**config.mk**
```make
export PLATFORM = sky130hd
export DESIGN_NAME = sram_clip_mixer_flat
export DESIGN_NICKNAME = d
export VERILOG_FILES = /design/src/rtl/sram_clip_mixer_pkg.sv /design/src/rtl/sram_clip_mixer_if.sv /design/src/rtl/sram_clip_mixer.sv /design/src/flat_wrapper.sv
export SDC_FILE = /design/constraint.sdc
export NUM_CORES = 1
export LEC_CHECK = 0
export CORE_MARGIN = 4
export CORE_UTILIZATION = 40
export DETAILED_ROUTE_END_ITERATION = 8
export PLACE_DENSITY = 0.66
export SYNTH_ARGS = -nofsm -noshare
export SYNTH_HDL_FRONTEND = slang
export SYNTH_SLANG_ARGS = --single-unit
```
**constraint.sdc**
```tcl
create_clock -name i_clk -period 4.44 [get_ports i_clk]
set_input_delay 0.888 -clock i_clk [delete_from_list [all_inputs] [get_ports i_clk]]
set_output_delay 0.888 -clock i_clk [all_outputs]
set_load 0.02 [all_outputs]
```
**src/rtl/sram_clip_mixer_pkg.sv**
```systemverilog
// Shared types and defaults for the SRAM clip mixer.
package clip_mix_pkg;

    typedef enum logic [1:0] {S_IDLE, S_READ, S_ACC, S_OUT} state_t;

    localparam int          DEF_NUM_CLIPS   = 4;
    localparam int          DEF_ADDR_W      = 20;
    localparam logic [19:0] DEF_CLIP_LEN    = 20'h20000;
    localparam logic [19:0] DEF_BASE_ADDR   = 20'h20000;
    localparam logic [19:0] DEF_CLIP_STRIDE = 20'h20000;

    function automatic logic signed [15:0] sat16(input logic signed [31:0] acc);
        if (acc > 32'sd32767)  return 16'sh7fff;
        if (acc < -32'sd32768) return 16'sh8000;
        return acc[15:0];
    endfunction

endpackage

```
**src/rtl/sram_clip_mixer_if.sv**
```systemverilog
// SRAM read port and mixed-sample output of the clip mixer.
interface sram_clip_mixer_if
    import clip_mix_pkg::*;
#(
    parameter int ADDR_W = DEF_ADDR_W
);
    logic [ADDR_W-1:0]  o_sram_addr;
    logic               o_sram_rd;
    logic signed [15:0] i_sram_dq;
    logic signed [15:0] o_sample;
    logic               o_valid;

    modport master (output o_sram_addr, o_sram_rd, o_sample, o_valid, input i_sram_dq);
    modport slave  (input o_sram_addr, o_sram_rd, o_sample, o_valid, output i_sram_dq);
endinterface

```
**src/rtl/sram_clip_mixer.sv**
```systemverilog
// Per-frame multi-clip mixer: reads one sample per clip, shifts, sums with
// saturation, and owns the shared playback index with loop/stop control.
module sram_clip_mixer
    import clip_mix_pkg::*;
#(
    parameter int                NUM_CLIPS   = DEF_NUM_CLIPS,
    parameter int                ADDR_W      = DEF_ADDR_W,
    parameter logic [ADDR_W-1:0] CLIP_LEN    = DEF_CLIP_LEN,
    parameter logic [ADDR_W-1:0] BASE_ADDR   = DEF_BASE_ADDR,
    parameter logic [ADDR_W-1:0] CLIP_STRIDE = DEF_CLIP_STRIDE
) (
    input  logic                   i_clk,
    input  logic                   i_rst,
    input  logic                   i_start,
    input  logic                   i_stop,
    input  logic                   i_loop,
    input  logic                   i_frame_start,
    input  logic [NUM_CLIPS-1:0]   i_clip_en,
    input  logic [2*NUM_CLIPS-1:0] i_gain,
    sram_clip_mixer_if.master      bus,
    output logic                   o_wrap,
    output logic                   o_busy,
    output logic                   o_running,
    output logic                   o_overrun
);

    localparam int K_W   = (NUM_CLIPS > 1) ? $clog2(NUM_CLIPS) : 1;
    localparam int IDX_W = (CLIP_LEN > 1) ? $clog2(CLIP_LEN) : 1;
    localparam int ACC_W = 16 + $clog2(NUM_CLIPS);
    localparam logic [K_W-1:0]   K_LAST   = K_W'(NUM_CLIPS - 1);
    localparam logic [IDX_W-1:0] IDX_LAST = IDX_W'(CLIP_LEN - 1);

    state_t                      state_q;
    logic [K_W-1:0]              k_q;
    logic [IDX_W-1:0]            idx_q;
    logic                        running_q;
    logic [NUM_CLIPS-1:0]        en_q;
    logic [NUM_CLIPS-1:0][1:0]   gain_q;
    logic signed [ACC_W-1:0]     acc_q;
    logic signed [ACC_W-1:0]     acc_d;
    logic signed [ACC_W-1:0]     dq_ext;
    logic signed [ACC_W-1:0]     term;
    logic signed [31:0]          acc_wide;
    logic [ADDR_W-1:0]           addr_q;
    logic                        rd_q;
    logic                        valid_q;
    logic                        wrap_q;
    logic                        overrun_q;
    logic signed [15:0]          sample_q;

    function automatic logic [ADDR_W-1:0] clip_addr(input logic [K_W-1:0] k,
                                                     input logic [IDX_W-1:0] idx);
        return BASE_ADDR + ADDR_W'(k) * CLIP_STRIDE + ADDR_W'(idx);
    endfunction

    // Contribution of the clip whose data is on the bus during S_ACC.
    always_comb begin
        dq_ext = {{(ACC_W-16){bus.i_sram_dq[15]}}, bus.i_sram_dq};
        if (en_q[k_q]) term = dq_ext >>> gain_q[k_q];
        else           term = '0;
        acc_d    = acc_q + term;
        acc_wide = {{(32-ACC_W){acc_d[ACC_W-1]}}, acc_d};
    end

    always_ff @(posedge i_clk) begin
        if (i_rst) begin
            state_q   <= S_IDLE;
            k_q       <= '0;
            idx_q     <= '0;
            running_q <= 1'b0;
            en_q      <= '0;
            gain_q    <= '0;
            acc_q     <= '0;
            addr_q    <= '0;
            rd_q      <= 1'b0;
            valid_q   <= 1'b0;
            wrap_q    <= 1'b0;
            overrun_q <= 1'b0;
            sample_q  <= '0;
        end else begin
            valid_q   <= 1'b0;
            wrap_q    <= 1'b0;
            overrun_q <= i_frame_start && (state_q != S_IDLE);
            if (i_stop) begin
                state_q   <= S_IDLE;
                running_q <= 1'b0;
                sample_q  <= '0;
                rd_q      <= 1'b0;
                addr_q    <= '0;
            end else begin
                case (state_q)
                    S_IDLE: begin
                        if (i_start) begin
                            idx_q     <= '0;
                            running_q <= 1'b1;
                        end else if (i_frame_start && running_q) begin
                            en_q    <= i_clip_en;
                            gain_q  <= i_gain;
                            acc_q   <= '0;
                            k_q     <= '0;
                            state_q <= S_READ;
                            rd_q    <= 1'b1;
                            addr_q  <= clip_addr('0, idx_q);
                        end
                    end
                    S_READ: state_q <= S_ACC;
                    S_ACC: begin
                        acc_q <= acc_d;
                        if (k_q == K_LAST) begin
                            state_q  <= S_OUT;
                            rd_q     <= 1'b0;
                            addr_q   <= '0;
                            sample_q <= sat16(acc_wide);
                            valid_q  <= 1'b1;
                            wrap_q   <= (idx_q == IDX_LAST);
                        end else begin
                            k_q     <= k_q + K_W'(1);
                            state_q <= S_READ;
                            addr_q  <= clip_addr(k_q + K_W'(1), idx_q);
                        end
                    end
                    S_OUT: begin
                        state_q <= S_IDLE;
                        if (idx_q == IDX_LAST) begin
                            idx_q <= '0;
                            if (!i_loop) running_q <= 1'b0;
                        end else begin
                            idx_q <= idx_q + IDX_W'(1);
                        end
                    end
                    default: state_q <= S_IDLE;
                endcase
            end
        end
    end

    assign bus.o_sram_addr = addr_q;
    assign bus.o_sram_rd   = rd_q;
    assign bus.o_sample    = sample_q;
    assign bus.o_valid     = valid_q;
    assign o_wrap          = wrap_q;
    assign o_busy          = (state_q != S_IDLE);
    assign o_running       = running_q;
    assign o_overrun       = overrun_q;

endmodule

```
**src/flat_wrapper.sv**
```systemverilog
// flat-port wrapper written by rule: the top's interface ports become plain ports
module sram_clip_mixer_flat import clip_mix_pkg::*;
#(
    parameter int                NUM_CLIPS   = DEF_NUM_CLIPS,
    parameter int                ADDR_W      = DEF_ADDR_W,
    parameter logic [ADDR_W-1:0] CLIP_LEN    = DEF_CLIP_LEN,
    parameter logic [ADDR_W-1:0] BASE_ADDR   = DEF_BASE_ADDR,
    parameter logic [ADDR_W-1:0] CLIP_STRIDE = DEF_CLIP_STRIDE
)
  (i_clk, i_rst, i_start, i_stop, i_loop, i_frame_start, i_clip_en, i_gain, o_wrap, o_busy, o_running, o_overrun, bus_o_sram_addr, bus_o_sram_rd, bus_o_sample, bus_o_valid, bus_i_sram_dq);
  sram_clip_mixer_if #(.ADDR_W(ADDR_W)) bus_i ();
  input  logic i_clk;
  input  logic i_rst;
  input  logic i_start;
  input  logic i_stop;
  input  logic i_loop;
  input  logic i_frame_start;
  input  logic [NUM_CLIPS-1:0] i_clip_en;
  input  logic [2*NUM_CLIPS-1:0] i_gain;
  output logic o_wrap;
  output logic o_busy;
  output logic o_running;
  output logic o_overrun;
  output wire logic [$bits(bus_i.o_sram_addr)-1:0] bus_o_sram_addr;
  output wire logic [$bits(bus_i.o_sram_rd)-1:0] bus_o_sram_rd;
  output wire logic [$bits(bus_i.o_sample)-1:0] bus_o_sample;
  output wire logic [$bits(bus_i.o_valid)-1:0] bus_o_valid;
  input wire logic [$bits(bus_i.i_sram_dq)-1:0] bus_i_sram_dq;
  assign bus_o_sram_addr = bus_i.o_sram_addr;
  assign bus_o_sram_rd = bus_i.o_sram_rd;
  assign bus_o_sample = bus_i.o_sample;
  assign bus_o_valid = bus_i.o_valid;
  assign bus_i.i_sram_dq = bus_i_sram_dq;
  sram_clip_mixer #(.NUM_CLIPS(NUM_CLIPS), .ADDR_W(ADDR_W), .CLIP_LEN(CLIP_LEN), .BASE_ADDR(BASE_ADDR), .CLIP_STRIDE(CLIP_STRIDE)) u_core (.i_clk(i_clk), .i_rst(i_rst), .i_start(i_start), .i_stop(i_stop), .i_loop(i_loop), .i_frame_start(i_frame_start), .i_clip_en(i_clip_en), .i_gain(i_gain), .bus(bus_i), .o_wrap(o_wrap), .o_busy(o_busy), .o_running(o_running), .o_overrun(o_overrun));
endmodule
```
# Word level (Yosys, flattened, before mapping)
# Cells that the tools add are included.
dict set report op_classes {
  n_addsub 6
  magnitude_cmp 3
  n_eq_ne 12
  n_shift 1
  muxes 47
  n_bitwise 4
  reduce_logical 18
}
# op n
set op_table {}
lappend op_table {{$mux W16} 4}
lappend op_table {{$mux W20} 3}
lappend op_table {{$mux W18} 3}
lappend op_table {{$pmux W20 S2} 1}
lappend op_table {{$pmux W18 S2} 1}
lappend op_table {{$mux W17} 2}
lappend op_table {{$pmux W17 S2} 1}
lappend op_table {{$add A18 B19 Y20 const A} 1}
lappend op_table {{$add A20 B17 Y20} 1}
lappend op_table {{$add A18 B17 Y19 const A} 1}
lappend op_table {{$mux W1} 19}
lappend op_table {{$add A18 B18 Y18} 1}
lappend op_table {{$gt A18 B16 Y1 const B} 1}
lappend op_table {{$lt A18 B16 Y1 const B} 1}
lappend op_table {{$sshr A16 B2 Y18} 1}
lappend op_table {{$add A17 B1 Y17 const B} 1}
lappend op_table {{$eq A17 B17 Y1 const B} 1}
lappend op_table {{$reduce_and A4 Y1} 4}
lappend op_table {{$mux W2} 7}
lappend op_table {{$ne A2 B2 Y1 const B} 4}
lappend op_table {{$pmux W2 S4} 1}
lappend op_table {{$eq A2 B2 Y1 const B} 3}
lappend op_table {{$ne A2 B1 Y1 const B} 3}
lappend op_table {{$reduce_and A3 Y1} 2}
lappend op_table {{16 further kinds} 24}
dict set report word_totals {
  ff_bits 92
  inputBits 34
  output_inout_bits 42
  word_cells 107
}

# Longest topological paths before layout
# Gate-level depths: netlist of the first run.
dict set report depth {
  ltp_word 18
  ltp_mapped 18
  depth_no_buf 15
}

# Worst setup path before layout of the first run
# Ideal clock, no wire load.
dict set report synth_path {
  path_kind {register to register}
  start {register u_core.k_q[0]}
  end {register u_core.sample_q[2] (netlist: u_core.bus.o_sample[2])}
  t_arrival_ns 3.733
  required_time_ns 4.303
  setup_slack_ns 0.570
  stages_incl_launch_ff 19
  path_buffers 4
  synth_period_minus_slack_ns 3.870
  cell_sequence {dfxtp_1 buf_6 mux4_2 buf_2 buf_2 mux2i_1 nand2_1 and3_1 ha_1 inv_1 fa_1 nand2b_1 a21oi_1 o211a_1 o31a_1 o22ai_2 buf_6 a211oi_1 nor3_1}
}
dict set report synth_via {
  elab_chain_len 14
}
# element line_no
set synth_rtl {}
lappend synth_rtl {{from (decl)} sram_clip_mixer.sv:34} ;# logic [K_W-1:0] k_q;
lappend synth_rtl {{from (signal assigned)} sram_clip_mixer.sv:117} ;# k_q <= k_q + K_W'(1);
lappend synth_rtl {{$bmux W2 S2} sram_clip_mixer.sv:59} ;# if (en_q[k_q]) term = dq_ext >>> gain_q[k_q];
lappend synth_rtl {{$mux W2 (not written as such)} sram_clip_mixer.sv:59}
lappend synth_rtl {{$sshr A16 B2 Y18} sram_clip_mixer.sv:59}
lappend synth_rtl {{$mux W18} sram_clip_mixer.sv:59}
lappend synth_rtl {{$add A18 B18 Y18} sram_clip_mixer.sv:61} ;# acc_d = acc_q + term;
lappend synth_rtl {{$lt A18 B16 Y1} sram_clip_mixer_pkg.sv:14} ;# if (acc < -32'sd32768) return 16'sh8000;
lappend synth_rtl {{$mux W1 (2 in a row)} sram_clip_mixer_pkg.sv:14}
lappend synth_rtl {{$mux W1} sram_clip_mixer.sv:109} ;# if (k_q == K_LAST) begin
lappend synth_rtl {{$mux W1} sram_clip_mixer.sv:91} ;# case (state_q)
lappend synth_rtl {{$mux W1} sram_clip_mixer.sv:84} ;# if (i_stop) begin
lappend synth_rtl {{$mux W1} sram_clip_mixer.sv:66} ;# if (i_rst) begin
lappend synth_rtl {{$mux W16} sram_clip_mixer_pkg.sv:15} ;# return acc[15:0];
lappend synth_rtl {{$mux W16} sram_clip_mixer_pkg.sv:14}
lappend synth_rtl {{to (signal assigned)} sram_clip_mixer.sv:113} ;# sample_q <= sat16(acc_wide);
lappend synth_rtl {{to (decl)} sram_clip_mixer.sv:49} ;# logic signed [15:0] sample_q;
# Several ways; a longest one is shown, not always the timed one. The select of a mux whose other input is x is not followed.
# A chain may end at the register's enable or synchronous reset.

# Worst setup path in the final report of the first run
dict set report layout_path {
  start {register u_core.k_q[0]}
  end {register u_core.sample_q[11] (netlist: u_core.bus.o_sample[11])}
}
# The elaborated chain is that of the path after synthesis.

==> flow_summary_export.csv, run 1 <==
group,metric,value,unit
worst_setup_path,path_buf_inv,1,
placed_design,gp_congestion,0.970,
synth,syn_avg_cell_area,8.26,sq um
synth,synthArstFlopShare,0,%
worst_setup_path,slowest_stage,"mux4_2",
final_layout,drive_gt1_share,6.84,%
clocking,numCtsBuffers,9,
pwr,p_int,0.00138,W
synth,synth-edff-count,0,
placed_design,port_buffers,75,
detailed_routing,num_vias,4449,
global_routing,grt_pass1_wl,20300,um
die,start_util,41.2,%
synth,synth_cell_types,63,
timing,slew_headroom,26.3,%
job,drv_cap,0,
clocking,tritoncts,"built",
timing,fin_setup_tns,0,ps
global_routing,grtUsageTotal,17.1,%
pwr,power.density,283,nW/um^2
clocking,clock_latency,340,ps
worst_setup_path,cp-start-kind,"flop",
detailed_routing,dr.pass1.iters,5,
pwr,p_leak,2.32,nW
timing,finalSetupViolations,0,
synth,syn-instance-count,605,
placed_design,place_ws,257,ps
worst_hold_path,min_path_type,"flop to flop",
clocking,cts_setup_buffers,0,
placed_design,hpwlAfterDp,9210,um
final_layout,area_growth_syn_to_layout,24.0,%
timing,fin_crit_sh,92.1,%
synth,synth_ff_type,"dfxtp_1",
die,coreArea,12100,sq um
die,row_count,40,
timing,tightest_slew,1100,ps
detailed_routing,route.detailed.drc,0,
pwr,power_switching,0.000372,W
global_routing,grt_pass1_vias,4234,
worst_setup_path,arrival,4360,ps
die,die_area,14300,sq um
timing,fin_crit,4090,ps
final_layout,nets,725,
timing,grt_setup_unrepaired,"false",
die,die_x,120,um
pwr,power_frac_seq,47.2,%
die,ios,76,
timing,finalHoldViolCount,0,
clocking,root_buffer,"clkbuf_16",
worst_setup_path,end_kind,"flop",
timing,max_freq,244,MHz
worst_setup_path,critPathMaxFanout,17,
synth,syn_area,4990,sq um
timing,final-max-slew-violation-count,0,
detailed_routing,first_iter_violations,396,
synth,seq_area_frac_synth,36.9,%
timing,layout_setup_ws,349,ps
global_routing,grt_max_degree,40,
pwr,p_total,0.00175,W
global_routing,overflow,0,
clocking,path_clk_slew,70,ps
worst_setup_path,critical_path_required,4710,ps
detailed_routing,post_drt_wl_per_cell,14.3,um
die,fp.dieH,120,um
outcome,status,"completed",
pwr,swShare,21.2,%
worst_setup_path,critical_path.max_stage_delay,760,ps
worst_setup_path,cp_cell_sequence,"mux4_2 > mux2i_1 > nand2_1 > and3_1 > ha_1 > inv_1 > fa_1 > nand2b_1 > a21oi_1 > o211a_1 > nor4_2 > o22ai_2 > a22oi_1 > o21ai_0",
clocking,cts_resized,0,
synth,synth_nets,662,
synth,yosys_warnings,0,
clocking,cts.path.max_buffers,2,
synth,synth-seq-cells,92,
worst_setup_path,crit_type,"flop to flop",
final_layout,n_fill_cell,1189,
detailed_routing,viasPerCell,5.29,
pwr,peakVddDrop,0.254,mV
clocking,cts_hold_buf,0,
pwr,clock_power_share,48.1,%
clocking,ctsHtreeMaxLevel,3,
global_routing,antenna_found_initial,0,
clocking,clkSinkCount,92,
final_layout,antenna_cells,0,
detailed_routing,antenna_left,0,
final_layout,post-route-util,51.1,%
pwr,p_comb_share,4.7,%
timing,fin_worst_skew,7.84,ps
detailed_routing,wirelength,12000,um
worst_setup_path,cp_top_family,"compound AO/OA/AOI/OAI gates",
==> layout make-up <==
type | count | area [sq um] | area share, %
clock inverters | 6 | 96.3 | 1.56
multi-input cells | 471 | 2950 | 47.6
well taps | 168 | 210 | 3.39
clock buffers | 10 | 239 | 3.86
inverters | 10 | 37.5 | 0.606
repair buffers | 84 | 818 | 13.2
flip-flops and latches | 92 | 1840 | 29.7
==> layout by cell type, fill, tap and decap left out, types with 3 or more instances in the layout <==
| cell type | count |
|---|---|
| nand2_1 | 103 |
| dfxtp_1 | 92 |
| clkdlybuf4s50_1 | 75 |
| nor2_1 | 71 |
| a21oi_1 | 52 |
| mux2i_1 | 28 |
| and3_1 | 25 |
| ha_1 | 22 |
| o21ai_0 | 17 |
| a22oi_1 | 17 |
| xor2_1 | 15 |
| nor3_1 | 11 |
| inv_1 | 10 |
| a211oi_1 | 10 |
| clkbuf_16 | 9 |
| buf_4 | 9 |
| o21ai_1 | 7 |
| o211ai_1 | 7 |
| nand2b_1 | 7 |
| xnor2_1 | 7 |
| nand4_1 | 7 |
| or3_1 | 6 |
| o21a_1 | 4 |
| nor2b_1 | 3 |
| a21o_1 | 3 |
==> cells by family after synthesis <==
family	count (synthesis)	synth area share [%]
xor+xnor	24	4.51
buf+inv	42	4.03
fa+ha+maj	23	5.91
compound gates	140	18.3
simple gates	252	23.4
flops	92	36.9
mux	32	6.96
==> Yosys cell counts, types with 2 or more instances <==
cell type / count / share of area [%]
ha_1: 22 / 5.5
a21oi_1: 52 / 5.2
clkbuf_1: 23 / 1.7
nor3_2: 2 / 0.40
nor2b_1: 3 / 0.38
o21ai_1: 7 / 0.70
nor3_1: 11 / 1.1
or2_2: 2 / 0.25
inv_1: 10 / 0.75
nand2_1: 103 / 7.7
a211oi_2: 2 / 0.50
buf_6: 3 / 0.68
a32oi_1: 2 / 0.35
mux4_2: 2 / 0.90
o21ai_0: 17 / 1.7
or3_1: 6 / 0.75
xnor2_1: 7 / 1.2
buf_2: 4 / 0.40
a21o_1: 3 / 0.45
o21a_1: 4 / 0.60
nand3_1: 2 / 0.20
o22ai_1: 2 / 0.25
nand4_1: 7 / 0.88
a311oi_1: 2 / 0.35
a211oi_1: 10 / 1.5
xor2_1: 15 / 2.6
nand2b_1: 7 / 0.88
nor4_1: 2 / 0.25
mux2i_1: 28 / 5.6
and3_1: 25 / 3.1
and2_1: 2 / 0.25
dfxtp_1: 92 / 37
a21boi_0: 2 / 0.30
a22oi_1: 17 / 2.6
mux2_2: 2 / 0.45
nor2_1: 71 / 5.3
o211ai_1: 7 / 1.1
o211a_1: 2 / 0.40
==> worst min-delay path, delay by kind of cell (launching register included) <==
kind	cells	cell delay, ps
flops	1	310
compound gates	1	50
simple gates	1	50
==> power groups by stage <==
stage | clock network [W] | registers [W] | logic, W
6_report | 0.000844 | 0.000828 | 0.0000821
5_1_grt | 0.000894 | 0.000827 | 0.0000900
2_1_floorplan | 0 | 0.000847 | 0.0000383
4_1_cts | 0.000865 | 0.000828 | 0.0000825
3_3_place_gp | 0 | 0.000847 | 0.0000814
3_5_place_dp | 0 | 0.000847 | 0.0000824
==> sequential cells by signal (all words and copies together), names as in the netlist <==
name                    cells
u_core.bus.o_sram_rd        1
u_core.state_q              2
u_core.bus.o_sample        16
u_core.en_q                 4
u_core.gain_q               8
u_core.k_q                  2
u_core.idx_q               17
u_core.acc_q               18
u_core.o_overrun            1
u_core.o_running            1
u_core.bus.o_sram_addr     20
u_core.o_wrap               1
u_core.bus.o_valid          1
==> routing by layer <==
layer,global-route usage (%),wire (um)
met3,2.83,634
met1,24.8,5980
met4,4.51,149
met2,26.4,5220
met5,0,0
==> path summary, 6_finish.rpt <==
| path | start | to | slack [ps] | cells past startpoint |
|---|---|---|---|---|
| worst min-delay path | u_core.bus.o_sample[10]$_SDFFE_PP0P_ | u_core.bus.o_sample[10]$_SDFFE_PP0P_ | 450 | 2 |
| worst max register to register | u_core.k_q[0]$_SDFFE_PP0P_ | u_core.bus.o_sample[11]$_SDFFE_PP0P_ | 350 | 14 |
| worst max-delay path | u_core.k_q[0]$_SDFFE_PP0P_ | u_core.bus.o_sample[11]$_SDFFE_PP0P_ | 350 | 14 |
| worst min register to register | u_core.bus.o_sample[10]$_SDFFE_PP0P_ | u_core.bus.o_sample[10]$_SDFFE_PP0P_ | 450 | 2 |
==> per-stage QoR <==
step / hold WS [ps] / area [sq um] / cells
2_1_floorplan: 446 / 4990 / 605
3_3_place_gp: 442 / 5860 / 825
3_5_place_dp: 445 / 5860 / 825
6_report: 452 / 6190 / 841
5_1_grt: 474 / 6190 / 841
4_1_cts: 453 / 6190 / 841
Note: power is estimated with default switching activity, not from simulation.
==> inputs of run 2 (changes only) <==
==> constraint.sdc (replaced) <==
create_clock -name i_clk -period 4 [get_ports i_clk]
set_input_delay 0.8 -clock i_clk [delete_from_list [all_inputs] [get_ports i_clk]]
set_output_delay 0.8 -clock i_clk [all_outputs]
set_load 0.02 [all_outputs]
==> run 2 against run 1 <==
Compared with the run above:
- critical path depth is 2 higher
- final cell count is 2.3% higher
- total power is 8.5% higher
- final area is 2.6% higher
- clock-buffer cell count is 1 higher
- maximum frequency is 7.4% higher
- wire length is 2.6% higher
- combinational power is 17% higher
- non-clock buffer count is 19 higher
- die area stayed put
- utilization is 1.4 points higher
- hold slack hardly changed
- largest cell class unchanged
- largest power group is now registers
==> flow_summary_export.csv, run 2 (same netlist as run 1, synthesis figures left out) <==
group,metric,value,unit
global_routing,grt_max_degree,40,
die,ios,76,
placed_design,port_buffers,75,
detailed_routing,dr.pass1.iters,5,
timing,fin_setup_tns,0,ps
job,drv_cap,0,
worst_setup_path,arrival,4040,ps
clocking,root_buffer,"clkbuf_16",
global_routing,grt_pass1_wl,20100,um
clocking,path_clk_slew,70,ps
die,row_count,40,
worst_setup_path,crit_type,"flop to flop",
pwr,p_total,0.00190,W
clocking,cts.path.max_buffers,2,
worst_setup_path,slowest_stage,"fa_1",
timing,slew_headroom,47.5,%
global_routing,overflow,0,
worst_setup_path,critPathMaxFanout,15,
detailed_routing,first_iter_violations,281,
global_routing,antenna_found_initial,0,
detailed_routing,antenna_left,0,
detailed_routing,viasPerCell,5.22,
placed_design,place_ws,13.3,ps
clocking,tritoncts,"built",
die,die_x,120,um
pwr,p_leak,2.42,nW
worst_setup_path,cp_cell_sequence,"buf_4 > mux2_2 > o21a_1 > buf_4 > nand2_1 > and3_1 > ha_1 > inv_1 > fa_1 > nand2b_1 > a21oi_1 > o211a_1 > o31a_1 > o22ai_4 > a22oi_1 > o21ai_0",
pwr,power.density,299,nW/um^2
worst_setup_path,end_kind,"flop",
timing,tightest_slew,785,ps
clocking,ctsHtreeMaxLevel,3,
final_layout,final_cell_mix,"103 x nand2_1, 92 x dfxtp_1, 75 x clkdlybuf4s50_1",
final_layout,nets,744,
die,coreArea,12100,sq um
detailed_routing,num_vias,4493,
placed_design,gp_congestion,0.909,
timing,finalSetupViolations,0,
detailed_routing,wirelength,12300,um
clocking,clock_latency,350,ps
clocking,numCtsBuffers,9,
outcome,status,"completed",
timing,fin_crit_sh,95.2,%
timing,final-max-slew-violation-count,0,
die,die_area,14300,sq um
global_routing,grtUsageTotal,17.2,%
final_layout,area_growth_syn_to_layout,27.3,%
final_layout,final_common_cell,"nand2_1",
pwr,peakVddDrop,0.214,mV
global_routing,grt_pass1_vias,4080,
worst_setup_path,cp-start-kind,"flop",
clocking,clkSinkCount,92,
worst_setup_path,critical_path.max_stage_delay,410,ps
final_layout,largest_reg_flops,20,
die,fp.dieH,120,um
timing,layout_setup_ws,191,ps
worst_setup_path,critical_path_required,4230,ps
timing,finalHoldViolCount,0,
timing,fin_worst_skew,9.60,ps
die,start_util,41.2,%
final_layout,drive_gt1_share,9.54,%
final_layout,post-route-util,52.5,%
detailed_routing,post_drt_wl_per_cell,14.3,um
timing,max_freq,263,MHz
timing,grt_setup_unrepaired,"true",
placed_design,hpwlAfterDp,9340,um
worst_hold_path,min_path_type,"flop to flop",
final_layout,antenna_cells,0,
timing,fin_crit,3810,ps
detailed_routing,route.detailed.drc,0,
worst_setup_path,path_common_cell,"buf_4",
-- run 2: per-layer routing --
metal / vias up / GRT usage, % / share of wire [%]
met5: - / 0 / 0
met1: 2081 / 24.6 / 51
met3: 14 / 2.87 / 4.1
met4: 0 / 6.66 / 1.6
met2: 98 / 25.9 / 43
li1: 2300 / - / -
-- run 2: layout make-up --
cell class	count	area [sq um]
multi-input combinational	471	2970
tap	168	210
clock inverter	5	57.6
fill	1150	5750
inverter	10	37.5
timing repair buffer	103	986
sequential	92	1840
clock buffer	11	253
-- run 2: power by group --
| part | switching [W] | leakage [nW] | total (W) | internal (W) |
|---|---|---|---|---|
| logic | 0.0000476 | 1.52 | 0.0000959 | 0.0000483 |
| clock network | 0.000366 | 0.156 | 0.000887 | 0.000521 |
| registers | 0.00000139 | 0.741 | 0.000919 | 0.000917 |
| total | 0.000415 | 2.42 | 0.00190 | 0.00149 |
-- run 2: path summary, 6_finish.rpt --
path	cells after the start	slack (ps)	startpoint	to
min reg2reg	2	450	u_core.bus.o_sram_addr[5]$_SDFFE_PP0P_	u_core.bus.o_sram_addr[5]$_SDFFE_PP0P_
max	16	190	u_core.k_q[0]$_SDFFE_PP0P_	u_core.bus.o_sample[11]$_SDFFE_PP0P_
min	2	450	u_core.bus.o_sram_addr[5]$_SDFFE_PP0P_	u_core.bus.o_sram_addr[5]$_SDFFE_PP0P_
max reg2reg	16	190	u_core.k_q[0]$_SDFFE_PP0P_	u_core.bus.o_sample[11]$_SDFFE_PP0P_
-- run 2: timing repair --
item	in CTS	in global routing
buffers inserted	0	6
setup endpoints to repair	0	15
gates resized for setup	0	3
hold endpoints to repair	0	0
hold buffers	0	0
-- run 2: critical path, delay by kind of cell (launching register included) --
family / cells / cell delay, ps
and+or+nand+nor: 3 / 400
buffers and inverters: 3 / 440
DFF: 1 / 350
muxes: 1 / 360
adders and majority gates: 2 / 600
AOI/OAI and AO/OA: 7 / 1560
-- run 2: stage by stage --
step / cells / hold slack [ps] / instance area, sq um
after floorplan: 605 / 446 / 4990
after global placement: 838 / 441 / 5960
after detailed placement: 838 / 447 / 5960
after CTS: 854 / 457 / 6270
after global routing: 860 / 477 / 6360
final: 860 / 452 / 6360
